===== config.mk =====
export PLATFORM = sky130hd
export DESIGN_NAME = instr_loader
export DESIGN_NICKNAME = d
export VERILOG_FILES = /design/src/rtl/instr_loader.sv
export SDC_FILE = /design/constraint.sdc
export NUM_CORES = 1
export LEC_CHECK = 0
export ABC_CLOCK_PERIOD_IN_PS = 2400
export BUFFER_PORTS_ARGS = -buffer_cell sky130_fd_sc_hd__buf_4
export CAP_MARGIN = 25
export CORE_ASPECT_RATIO = 1.1
export CORE_UTILIZATION = 40
export CTS_BUF_LIST = sky130_fd_sc_hd__clkbuf_8
export DETAILED_ROUTE_END_ITERATION = 12
export GPL_TIMING_DRIVEN = 0
export PLACE_DENSITY_LB_ADDON = 0.08
export SLEW_MARGIN = 25
export SYNTH_ARGS = -nofsm -noshare
export SYNTH_HDL_FRONTEND = slang
export SYNTH_SLANG_ARGS = --single-unit

===== constraint.sdc =====
create_clock -name clk -period 2.4 [get_ports clk]
set_clock_uncertainty 0.2 [all_clocks]
set_input_delay 0.48 -clock clk [delete_from_list [all_inputs] [get_ports clk]]
set_output_delay 0.48 -clock clk [all_outputs]
set_load 0.05 [all_outputs]

===== src/rtl/instr_loader.sv =====
// rtl/instr_loader.sv - byte-stream loader that fills instruction memory, then releases the core
module instr_loader #(
  parameter int DEPTH_WORDS = 1024
) (
  input  logic        clk,
  input  logic        rst,
  input  logic        in_valid,
  input  logic [7:0]  in_data,
  output logic        in_ready,
  input  logic        reload,
  output logic        imem_we,
  output logic [31:0] imem_addr,
  output logic [31:0] imem_wdata,
  output logic        core_rst,
  output logic        done,
  output logic        err
);

  localparam int          IDX_W   = $clog2(DEPTH_WORDS) + 1;
  localparam logic [31:0] DEPTH_U = 32'(DEPTH_WORDS);

  typedef enum logic [2:0] {S_LEN0, S_LEN1, S_DATA, S_DONE, S_ERR} state_t;

  state_t           r_state;
  state_t           w_next;
  logic [7:0]       r_len_lo;
  logic [IDX_W-1:0] r_last_idx;
  logic [IDX_W-1:0] r_word_idx;
  logic [1:0]       r_byte_idx;
  logic [23:0]      r_buf;
  logic             r_imem_we;
  logic [31:0]      r_imem_addr;
  logic [31:0]      r_imem_wdata;

  logic        w_rx_state;
  logic        w_accept;
  logic [31:0] w_len;
  logic        w_len_bad;
  logic        w_word_end;
  logic        w_last_word;

  assign w_rx_state  = (r_state == S_LEN0) || (r_state == S_LEN1) || (r_state == S_DATA);
  // rst only gates the visible handshake; flops are already held by the async reset.
  assign w_accept    = in_valid && w_rx_state;
  assign w_len       = {16'd0, in_data, r_len_lo};
  assign w_len_bad   = (w_len == 32'd0) || (w_len > DEPTH_U);
  assign w_word_end  = (r_byte_idx == 2'd3);
  assign w_last_word = (r_word_idx == r_last_idx);

  assign in_ready   = rst && w_rx_state;
  assign imem_we    = r_imem_we;
  assign imem_addr  = r_imem_addr;
  assign imem_wdata = r_imem_wdata;
  // The final word's write cycle is already in DONE; release waits until it retires.
  assign core_rst   = (r_state == S_DONE) && !r_imem_we;
  assign done       = (r_state == S_DONE) && !r_imem_we;
  assign err        = (r_state == S_ERR);

  always_ff @(posedge clk or negedge rst) begin
    if (!rst) begin
      r_state <= S_LEN0;
    end else begin
      r_state <= w_next;
    end
  end

  always_comb begin
    w_next = r_state;
    case (r_state)
      S_LEN0: if (w_accept) w_next = S_LEN1;
      S_LEN1: if (w_accept) w_next = w_len_bad ? S_ERR : S_DATA;
      S_DATA: if (w_accept && w_word_end && w_last_word) w_next = S_DONE;
      S_DONE: if (reload) w_next = S_LEN0;
      S_ERR:  w_next = S_ERR;
      default: w_next = S_LEN0;
    endcase
  end

  always_ff @(posedge clk or negedge rst) begin
    if (!rst) begin
      r_len_lo     <= 8'd0;
      r_last_idx   <= '0;
      r_word_idx   <= '0;
      r_byte_idx   <= 2'd0;
      r_buf        <= 24'd0;
      r_imem_we    <= 1'b0;
      r_imem_addr  <= 32'd0;
      r_imem_wdata <= 32'd0;
    end else begin
      r_imem_we <= 1'b0;
      if (r_state == S_LEN0 && w_accept) begin
        r_len_lo <= in_data;
      end
      if (r_state == S_LEN1 && w_accept) begin
        r_last_idx <= IDX_W'(w_len - 32'd1);
        r_word_idx <= '0;
        r_byte_idx <= 2'd0;
      end
      if (r_state == S_DATA && w_accept) begin
        r_byte_idx <= r_byte_idx + 2'd1;
        case (r_byte_idx)
          2'd0: r_buf[7:0]   <= in_data;
          2'd1: r_buf[15:8]  <= in_data;
          2'd2: r_buf[23:16] <= in_data;
          default: begin
            r_imem_we    <= 1'b1;
            r_imem_addr  <= 32'({r_word_idx, 2'b00});
            r_imem_wdata <= {in_data, r_buf};
            if (!w_last_word) r_word_idx <= r_word_idx + 1'b1;
          end
        endcase
      end
    end
  end

endmodule


**Word level (Yosys, flattened, before mapping)**

Index checks and enable logic that the tools add are counted.

- Magnitude comparators: 1
- Bitwise operators: 1
- Reduce and logical (&&, ||, !) cells: 22
- Mux-type cells: 14
- $add $sub $neg: 3
- Equality and inequality tests: 12

Operators by type and width:

| kind | number |
|---|---|
| 2-to-1 mux 11 bit | 4 |
| zero test 32 bit | 1 |
| greater-than comparator 16 x 11 -> 1 bit, second input constant | 1 |
| 2-to-1 mux 3 bit | 5 |
| case mux 3 bit (5 select lines) | 1 |
| adder 11 x 1 -> 11 bit, second input constant | 1 |
| == test 11 bit | 1 |
| subtractor 11 x 1 -> 11 bit, second input constant | 1 |
| logical AND 1 bit | 8 |
| AND reduction 2 bit | 4 |
| == test 3 x 2 -> 1 bit, second input constant | 2 |
| inequality test 2 bit, second input constant | 3 |
| == test 2 bit, second input constant | 2 |
| 2-to-1 mux 2 bit | 2 |
| AND reduction 4 bit | 1 |
| == test 3 x 1 -> 1 bit, second input constant | 1 |
| == test 3 bit, second input constant | 1 |
| zero test 3 bit | 1 |
| logical OR 1 bit | 3 |
| OR reduction 3 bit | 1 |
| adder 2 x 1 -> 2 bit, second input constant | 1 |
| == test 2 x 1 -> 1 bit, second input constant | 1 |
| zero test 2 bit | 1 |
| 2-to-1 mux 1 bit | 2 |
| 4 further kinds | 4 |

- Logic and storage cells: 64
- Bits in registers: 103
- Output and inout bits: 69
- Input port bits: 12

**Depth between registers and ports, before layout**

Gate-level depths: netlist (run 1).

- Depth after elaboration: 9
- Gate-level depth with buffers: 9
- Gate-level depth less buffers: 6

**Worst setup path before layout (run 1)**

Ideal clock, no wire load.

- Kind: reg-to-output
- Start point: register r_imem_we, in the netlist imem_we
- End point: output port done
- Slack: -0.410 ns
- Stages on the path, launching flop included: 3
- Arrival: 2.130 ns
- Path buffers: 1
- Required time: 1.720 ns
- Cells stage by stage: dfrtp_1 -> nor3_1 -> buf_4

- Word-level cells in the longest chain between the ends: 2

Ends and longest elaborated chain:

| element | line | source |
|---|---|---|
| start, declared | 31 | `logic r_imem_we;` |
| start signal, assigned | 86 | `r_imem_we <= 1'b0;` |
| start signal, assigned | 90 | `r_imem_we <= 1'b0;` |
| start signal, assigned | 106 | `r_imem_we <= 1'b1;` |
| zero test 1 bit | n/a |  |
| logical AND 1 bit | n/a |  |
| end, declared | 15 | `output logic done,` |

No other way between the ends.

**Worst setup path after layout (run 1)**

- Start point: input port rst
- End point: output port in_ready

- Word-level cells in the longest chain between the ends: 1

Ends and longest elaborated chain:

| element | line | source |
|---|---|---|
| start, declared | 6 | `input logic rst,` |
| logical AND 1 bit | 50 | `assign in_ready = rst && w_rx_state;` |
| end, declared | 9 | `output logic in_ready,` |

No other way between the ends.

==> flow_summary.json, run 1 <==
{
  "synth_commonest_cells": "nand2_1 (117), dfrtp_1 (103), mux2_2 (46)",
  "detail-route-antenna-nets": 0,
  "slowest_stage": "buf_8",
  "slew_violations": 0,
  "dp_hpwl_microns": 6740,
  "coreArea_sq_um": 11100,
  "rsz0062_at_grt": "false",
  "dp.cells": 643,
  "crit_fanout": 104,
  "syn-cell-area_sq_um": 4630,
  "row_count": 40,
  "groute.usage.overall_pct": 17.2,
  "worst_pin_slew_ns": 0.897,
  "drt_iter0_markers": 114,
  "synth_top_flop_cell": "dfrtp_1",
  "ys_top_cells_by_area": "dfrtp_1 (56%), mux2_2 (11%), nand2_1 (9.5%)",
  "gp_congestion": 0.775,
  "clock_latency_ns": 0.37,
  "cp-start-kind": "input pin",
  "drc": 0,
  "critPathArrivalTime_ns": 1.51,
  "netlist.top_cell.by_area": "dfrtp_1",
  "holdWs_ns": -0.0537,
  "synth.most_common_cell": "nand2_1",
  "fin_nets": 526,
  "synthArstFlopShare_pct": 100,
  "final_util_pct": 49.9,
  "cts.sinks": 103,
  "wl_per_cell_microns": 14.4,
  "hold_class": "in2async",
  "antenna_cells": 0,
  "numCtsBuffers": 9,
  "yosysSeqAreaShare_pct": 55.7,
  "synth_top_area_share_pct": 55.7,
  "drt-total-wl_microns": 9520,
  "synth_edf_count": 0,
  "cp.required_ns": 1.72,
  "outcome": "finished with violations",
  "start_util_pct": 41.7,
  "dieWidth_microns": 105,
  "endpoint_kind": "output pin",
  "die_h_microns": 115,
  "power_density_nw_per_um2": 732,
  "critPathBufInv": 2,
  "synth-seq-cells": 103,
  "crit_family": "buffers and inverters",
  "dieArea_sq_um": 12000,
  "synthDistinctLibCells": 39,
  "layout-drive-gt1-share_pct": 31.3,
  "clock-root-buffer": "clkbuf_8",
  "cts_tree": "done",
  "grt_antenna_before_repair": 0,
  "crit_type": "in2out",
  "gr-total-overflow": 0,
  "postCtsSetupRepairBufs": 0,
  "setup_violations": 0,
  "cts_max_level": 3,
  "cp.depth": 3,
  "finalNonFillerCells": 659,
  "max-slew-margin-rel_pct": 39.4,
  "cts.clk_slew.worst_paths_ns": 0.09,
  "first_pass_iters": 4,
  "syn_inst": 419,
  "violations": "hold timing",
  "peakVddDrop_v": 0.000334,
  "grt_max_degree": 105,
  "ios": 81,
  "period_minus_slack_ns": 2.19,
  "avgViaCountPerCell": 4.71,
  "portBuffers": 57,
  "area_growth_pct": 19.8,
  "p_leak_nw": 2.87,
  "hold_violations": 93,
  "ys_warn_count": 0,
  "ff2ff_path_depth": 9,
  "vias": 3105,
  "cap_violations": 0,
  "avgSynthCellArea_sq_um": 11.1,
  "fmax_mhz": 457,
  "clockBufferDepth": 2,
  "grt_pass1_wl_microns": 15900,
  "max_stage_delay_ns": 0.53,
  "worstPathCellList": "buf_8 -> and3b_1 -> buf_4",
  "grt_pass1_vias": 3115,
  "fin_crit_sh_pct": 91.3
}
==> cell type report <==
cell class | count | area [sq um]
Fill cell | 1040 | 5560
Sequential cell | 103 | 2580
Multi-Input combinational cell | 289 | 1860
Timing Repair Buffer | 57 | 435
Buffer | 40 | 258
Tap cell | 147 | 184
Clock buffer | 12 | 165
Clock inverter | 4 | 43.8
Inverter | 7 | 26.3
==> logic make-up after synthesis <==
group                    synth area share [%]
AO/OA/AOI/OAI                            2.62
flip-flops                               55.7
buffers and inverters                    6.13
AND/OR/NAND/NOR                          16.2
XOR/XNOR                                 3.59
multiplexers                             13.8
adder cells (fa/ha/maj)                  1.89
other                                  0.0810
==> where the power goes <==
| part | switching [mW] | internal, mW | leakage (nW) | total [mW] |
|---|---|---|---|---|
| Clock | 0.569 | 0.561 | 0.114 | 1.13 |
| Combinational | 0.487 | 0.352 | 1.36 | 0.840 |
| Sequential | 0.166 | 1.92 | 1.40 | 2.09 |
==> worst register-to-register path, stage by stage (launching register included) <==
cell and delay (ns):
dfrtp_1 0.36, buf_2 0.18, and4bb_1 0.28, buf_4 0.16
nand2_4 0.08, inv_2 0.08, buf_2 0.23, buf_2 0.30
nand2_1 0.09, nand2_1 0.08
==> through the flow <==
stage | worst slack (ns) | power (mW) | cell area [sq um] | setup TNS, ns | hold WS (ns)
global placement | -0.316 | 2.94 | 5320 | -0.316 | 0.245
detailed placement | -0.00251 | 2.97 | 5330 | -0.00251 | 0.254
floorplan | 0.0226 | 2.74 | 4710 | 0 | -0.0156
global route | 0.0614 | 4.31 | 5550 | 0 | 0.00567
finish | 0.210 | 4.06 | 5550 | 0 | -0.0537
CTS | 0.141 | 4.10 | 5540 | 0 | -0.0217
==> final timing paths <==
kind | from | endpoint | slack [ns]
worst max-delay path | rst | in_ready | 0.21
worst min-delay path | rst | imem_addr[7] | -0.05
worst max register to register | r_state[2] | imem_wdata[26] | 0.32
worst min register to register | r_buf[9] | imem_wdata[9] | 0.27
max in group asynchronous | rst | imem_wdata[19] | 1.52
min in group clk | in_data[5] | imem_wdata[29] | 0.20
==> layout by cell type, fill, tap and decap left out, types with 3 or more instances in the layout <==
cell,instances
clkbuf_1,5
nor2_1,9
xnor2_1,14
nor3_1,4
conb_1,21
dfrtp_1,103
xor2_1,5
nand2_1,117
nor3b_1,3
buf_2,11
buf_4,79
nand3_1,9
nor4_1,3
mux2_2,46
mux2i_1,12
clkbuf_8,12
ha_1,7
inv_1,7
o21ai_0,14
==> what timing repair did <==
action,in CTS,in global routing
endpoints found under the setup margin,1,0
gates resized for setup,1,0
hold endpoints to repair,103,0
==> layer usage <==
| metal | vias to the layer above | wire length [microns] | track usage [%] |
|---|---|---|---|
| li1 | 1524 | - | - |
| met1 | 1516 | 4180 | 21.6 |
| met2 | 55 | 4860 | 29.3 |
| met3 | 10 | 329 | 3.97 |
| met5 | - | 0 | 0 |
| met4 | 0 | 143 | 6.29 |
==> state kept, by name (all words and copies together) (netlist names) <==
signal and count:
r_len_lo 8, r_buf 24, imem_wdata 32, r_last_idx 11
r_state 3, r_word_idx 11, imem_addr 11, r_byte_idx 2
imem_we 1
(Power assumes the default switching activity.)
==> run 2, diff against run 1 <==
--- a/config.mk
+++ b/config.mk
@@ -5,7 +5,7 @@
 export SDC_FILE = /design/constraint.sdc
 export NUM_CORES = 1
 export LEC_CHECK = 0
-export ABC_CLOCK_PERIOD_IN_PS = 2400
+export ABC_CLOCK_PERIOD_IN_PS = 2300
 export BUFFER_PORTS_ARGS = -buffer_cell sky130_fd_sc_hd__buf_4
 export CAP_MARGIN = 25
 export CORE_ASPECT_RATIO = 1.1
@@ -13,7 +13,8 @@
 export CTS_BUF_LIST = sky130_fd_sc_hd__clkbuf_8
 export DETAILED_ROUTE_END_ITERATION = 12
 export GPL_TIMING_DRIVEN = 0
-export PLACE_DENSITY_LB_ADDON = 0.08
+export PLACE_DENSITY = 0.61
+export RECOVER_POWER = 25
 export SLEW_MARGIN = 25
 export SYNTH_ARGS = -nofsm -noshare
 export SYNTH_HDL_FRONTEND = slang
==> constraint.sdc (replaced) <==
create_clock -name clk -period 2.3 [get_ports clk]
set_clock_uncertainty 0.2 [all_clocks]
set_input_delay 0.46 -clock clk [delete_from_list [all_inputs] [get_ports clk]]
set_output_delay 0.46 -clock clk [all_outputs]
set_load 0.05 [all_outputs]
==> run 2 against run 1 <==
Against the previous run: the run still ends with hold timing left; power grew 2.2%; routed wire length shrank 0.36%; worst setup slack lost 0.074 ns; sequential share of layout area rose by 0.14 points; flip-flop and latch count stayed put; critical path depth stayed put; utilization shrank 0.15 points; clock-buffer cell count down 1; combinational power is 3.3% higher; non-clock buffer count stayed put; via count grew 0.42%; largest power group unchanged.
==> flow_summary.json, run 2 (synthesis results as in run 1) <==
{
  "finalNonFillerCells": 659,
  "p_leak_nw": 2.86,
  "drt_iter0_markers": 134,
  "layout-drive-gt1-share_pct": 31.6,
  "antenna_cells": 0,
  "area_growth_pct": 19.5,
  "period_minus_slack_ns": 2.16,
  "wl_per_cell_microns": 14.4,
  "dieWidth_microns": 105,
  "crit_path_start": "r_state[0]",
  "cp-start-kind": "flop",
  "critPathArrivalTime_ns": 2.22,
  "ios": 81,
  "max-slew-margin-rel_pct": 33.1,
  "peakVddDrop_v": 0.000384,
  "violations": "hold timing",
  "row_count": 40,
  "outcome": "finished with violations",
  "clock-root-buffer": "clkbuf_8",
  "start_util_pct": 41.7,
  "dp.cells": 643,
  "worstPathCellList": "buf_2 -> nor4b_2 -> mux2_2",
  "portBuffers": 57,
  "grt_max_degree": 105,
  "holdWs_ns": -0.166,
  "hold_violations": 103,
  "filler_cell_count": 1038,
  "clock_latency_ns": 0.37,
  "power_density_nw_per_um2": 750,
  "dp_hpwl_microns": 6530,
  "fin_crit_sh_pct": 94.1,
  "final_common_cell": "nand2_1",
  "drt-total-wl_microns": 9480,
  "rr_startpoint": "r_state[0]",
  "numCtsBuffers": 9,
  "cp.required_ns": 2.36,
  "gr-total-overflow": 0,
  "layout_common_cells": "nand2_1 (117), dfrtp_1 (103), buf_4 (79)",
  "gp_congestion": 0.774,
  "grt_pass1_vias": 3153,
  "first_pass_iters": 4,
  "setup_violations": 0,
  "cts.sinks": 103,
  "cts.clk_slew.worst_paths_ns": 0.09,
  "fin_nets": 526,
  "final_util_pct": 49.8,
  "fmax_mhz": 462,
  "detail-route-antenna-nets": 0,
  "clockBufferDepth": 2,
  "crit_type": "reg2reg",
  "grt_antenna_before_repair": 0,
  "endpoint_kind": "flop",
  "cts_max_level": 3,
  "die_h_microns": 115,
  "cts_tree": "done",
  "drc": 0,
  "hold_class": "in2async",
  "vias": 3118,
  "slew_violations": 0,
  "worst_pin_slew_ns": 1.00,
  "largest_reg_flops": 32,
  "grt_pass1_wl_microns": 16000,
  "cap_violations": 0,
  "slowest_stage": "nor4b_2",
  "dieArea_sq_um": 12000,
  "max_stage_delay_ns": 0.89,
  "crit_fanout": 10,
  "postCtsSetupRepairBufs": 0,
  "groute.usage.overall_pct": 17.2,
  "avgViaCountPerCell": 4.73,
  "coreArea_sq_um": 11100,
  "rsz0062_at_grt": "false"
}
run 2: changes by cell type in the layout (fill, tap and decap cells not counted), sizes merged:
| cell | previous run | this run |
|---|---|---|
| clkbuf | 17 | 16 |
| clkinv | 2 | 4 |
| bufinv | 1 | 0 |
run 2: final timing paths:
path                                   to  slack (ns)  depth (start not counted)
max                           r_len_lo[6]        0.14                          3
min                          imem_addr[9]       -0.17                          1
max reg2reg                   r_len_lo[6]        0.14                          3
min reg2reg                imem_wdata[16]        0.27                          2
max in group asynchronous  imem_wdata[25]        1.65                          1
min in group clk                 r_buf[5]        0.17                          2
run 2: repair_timing:
action | in CTS | in global routing
resized for setup | 1 | 1
hold endpoints to repair | 103 | 103
setup endpoints to repair | 1 | 1
run 2: critical path, delay by kind of cell, from the launching register on:
kind | cells | cell delay (ns)
AND/OR/NAND/NOR | 1 | 0.89
multiplexers | 1 | 0.42
flip-flops | 1 | 0.36
buffers and inverters | 1 | 0.18
run 2: stage by stage:
stage	total power, mW	setup slack [ns]	cell area [sq um]	TNS (ns)
2_1_floorplan	2.86	0.00300	4720	0
3_3_place_gp	3.06	-0.361	5330	-0.361
3_5_place_dp	3.10	-0.0593	5330	-0.0593
4_1_cts	4.19	0.0838	5530	0
5_1_grt	4.39	0.00997	5530	0
6_report	4.15	0.136	5530	0
run 2: per-layer routing:
metal  track usage, %  vias up  share of wire (%)  wire [microns]
li1                 -     1524                  -               -
met1             23.3     1499                 47            4460
met2             27.4       81                 47            4490
met3             4.25       14                4.1             392
met4             5.63        0                1.5             142
met5                0        -                  0               0
run 2: report_power, final:
part | switching [mW] | total (mW) | leakage (nW) | internal [mW]
sequential | 0.177 | 2.18 | 1.40 | 2.01
combinational | 0.502 | 0.868 | 1.36 | 0.366
clock | 0.635 | 1.10 | 0.0999 | 0.461
run 2: layout make-up:
| class | instances | area [sq um] | share of cell area [%] |
|---|---|---|---|
| Clock inverter | 5 | 40.0 | 0.724 |
| Buffer | 40 | 258 | 4.66 |
| Timing Repair Buffer | 57 | 440 | 7.96 |
| Inverter | 7 | 26.3 | 0.475 |
| Tap cell | 147 | 184 | 3.33 |
| Clock buffer | 11 | 151 | 2.74 |
| Multi-Input combinational cell | 289 | 1850 | 33.5 |
| Sequential cell | 103 | 2580 | 46.6 |
==> run 3, diff against run 2 <==
--- a/config.mk
+++ b/config.mk
@@ -14,7 +14,7 @@
 export DETAILED_ROUTE_END_ITERATION = 12
 export GPL_TIMING_DRIVEN = 0
 export PLACE_DENSITY = 0.61
-export RECOVER_POWER = 25
+export RECOVER_POWER = 100
 export SLEW_MARGIN = 25
 export SYNTH_ARGS = -nofsm -noshare
 export SYNTH_HDL_FRONTEND = slang
==> run 3 against run 2 <==
Against the previous run: the flow still finishes with violations (hold timing); maximum frequency shrank 0.27%; routed wire length is essentially flat; worst hold slack better by 0.0020 ns; die area unchanged; via count rose by 0.29%; first-iteration DRC count increased by 13%; clock power barely moved; sequential power about the same; critical path type is now reg2out; largest power group unchanged; highest routed layer unchanged.
==> flow_summary.json, run 3 (synthesis results as in run 1) <==
{
  "outcome": "finished with violations",
  "violations": "hold timing",
  "antenna_cells": 0,
  "clock-root-buffer": "clkbuf_8",
  "coreArea_sq_um": 11100,
  "period_minus_slack_ns": 2.17,
  "worstPathCellList": "buf_2 -> nand2_1 -> nor3_2 -> clkbuf_4 -> buf_4",
  "cts_tree": "done",
  "layout-drive-gt1-share_pct": 22.5,
  "area_growth_pct": 15.4,
  "grt_pass1_wl_microns": 16000,
  "p_sw_mw": 1.31,
  "filler_cell_count": 1082,
  "endpoint_kind": "output pin",
  "holdWs_ns": -0.164,
  "first_pass_iters": 4,
  "cts.clk_slew.worst_paths_ns": 0.10,
  "dieWidth_microns": 105,
  "rsz0062_at_grt": "false",
  "vias": 3127,
  "peakVddDrop_v": 0.000384,
  "pre_cts_ws_ns": -0.0593,
  "largest_reg_flops": 32,
  "grt_antenna_before_repair": 0,
  "p_leak_nw": 2.66,
  "cts_max_level": 3,
  "fin_nets": 526,
  "internal_power_mw": 2.83,
  "endpoint": "done",
  "final_util_pct": 48.1,
  "ff2ff_path_depth": 3,
  "fin_crit_sh_pct": 94.4,
  "cap_violations": 0,
  "dpl_cell_area_sq_um": 5330,
  "fmax_mhz": 461,
  "gp_congestion": 0.774,
  "regArea_sq_um": 2580,
  "layout_common_cells": "nand2_1 (117), dfrtp_1 (103), clkbuf_1 (50)",
  "seq_power_share_pct": 52.8,
  "tns_ns": 0,
  "groute.usage.overall_pct": 17.2,
  "cts.sinks": 103,
  "final_common_cell": "nand2_1",
  "drt-total-wl_microns": 9470,
  "dieArea_sq_um": 12000,
  "wl_per_cell_microns": 14.4,
  "ios": 81,
  "portBuffers": 57,
  "avgViaCountPerCell": 4.75,
  "row_count": 40,
  "hold_class": "in2async",
  "slew_violations": 0,
  "grt_pass1_vias": 3153,
  "cp-start-kind": "flop",
  "crit_type": "reg2out",
  "crit_fanout": 10,
  "clock_latency_ns": 0.37,
  "clockPowerShare_pct": 26.5,
  "critPathArrivalTime_ns": 1.51,
  "cp.required_ns": 1.64,
  "max_stage_delay_ns": 0.33,
  "start_util_pct": 41.7,
  "clockBufferDepth": 2,
  "detail-route-antenna-nets": 0,
  "layout_setup_ws_ns": 0.130,
  "p_comb_share_pct": 20.7,
  "worst_pin_slew_ns": 1.00,
  "numCtsBuffers": 9,
  "power_density_nw_per_um2": 775,
  "hold_violations": 103,
  "rrSetupSlack_ns": 0.13,
  "rr_startpoint": "r_state[0]",
  "max-slew-margin-rel_pct": 33.1,
  "slowest_stage": "dfrtp_1",
  "drc": 0,
  "swShare_pct": 31.7,
  "crit_path_start": "r_state[0]",
  "grt_max_degree": 105,
  "stdcell_area_sq_um": 5350,
  "multi_input_area_sq_um": 1850,
  "drt_iter0_markers": 151,
  "die_h_microns": 115,
  "postCtsSetupRepairBufs": 0,
  "dp_hpwl_microns": 6530,
  "gr-total-overflow": 0,
  "timing.rr.end": "r_len_lo[6]",
  "setup_violations": 0
}
[run 3: changes by cell type in the layout (fill, tap and decap cells not counted), sizes merged]
cell / previous run / this run
clkbuf: 16 / 69
buf: 92 / 39
[run 3: per-layer routing]
layer	track usage, %	part of all wire [%]
met3	4.25	4.2
met2	27.4	47
met5	0	0
met1	23.3	47
met4	5.63	1.5
[run 3: worst min-delay path by stage]
stage / from / end / slack, ns
finish: rst / r_word_idx[3] / -0.16
global route: rst / r_word_idx[3] / -0.13
CTS: rst / imem_addr[7] / -0.04
detailed placement: r_buf[23] / imem_wdata[23] / 0.25
global placement: r_buf[18] / imem_wdata[18] / 0.25
floorplan: rst / imem_addr[10] / -0.04
[run 3: layout make-up]
cell class | instances | share of cell area (%)
inverters | 7 | 0.492
plain buffers | 40 | 4.68
clock inverters | 5 | 0.749
clock buffers | 11 | 2.83
flip-flops and latches | 103 | 48.2
repair buffers | 57 | 5.01
multi-input cells | 289 | 34.6
well taps | 147 | 3.44
[run 3: power groups by stage]
stage	Combinational (mW)	Clock [mW]	Sequential (mW)
floorplan	0.680	0	2.18
global placement	0.853	0	2.21
detailed placement	0.872	0	2.22
CTS	0.875	1.13	2.19
global route	0.962	1.20	2.22
finish	0.858	1.10	2.19
[run 3: repair_timing]
item,CTS,global route
setup endpoints to repair,1,1
hold endpoints to repair,103,103
gates resized for setup,1,1
[run 3: metrics by stage]
| stage | total power [mW] | instances |
|---|---|---|
| floorplan | 2.86 | 439 |
| global placement | 3.06 | 643 |
| detailed placement | 3.10 | 643 |
| CTS | 4.19 | 659 |
| global route | 4.38 | 659 |
| finish | 4.14 | 659 |
[run 3: worst max-delay path: cells and delay by family (launching register included)]
kind,cells,cell delay (ns)
buffers and inverters,3,0.54
flip-flops,1,0.33
AND/OR/NAND/NOR,2,0.27
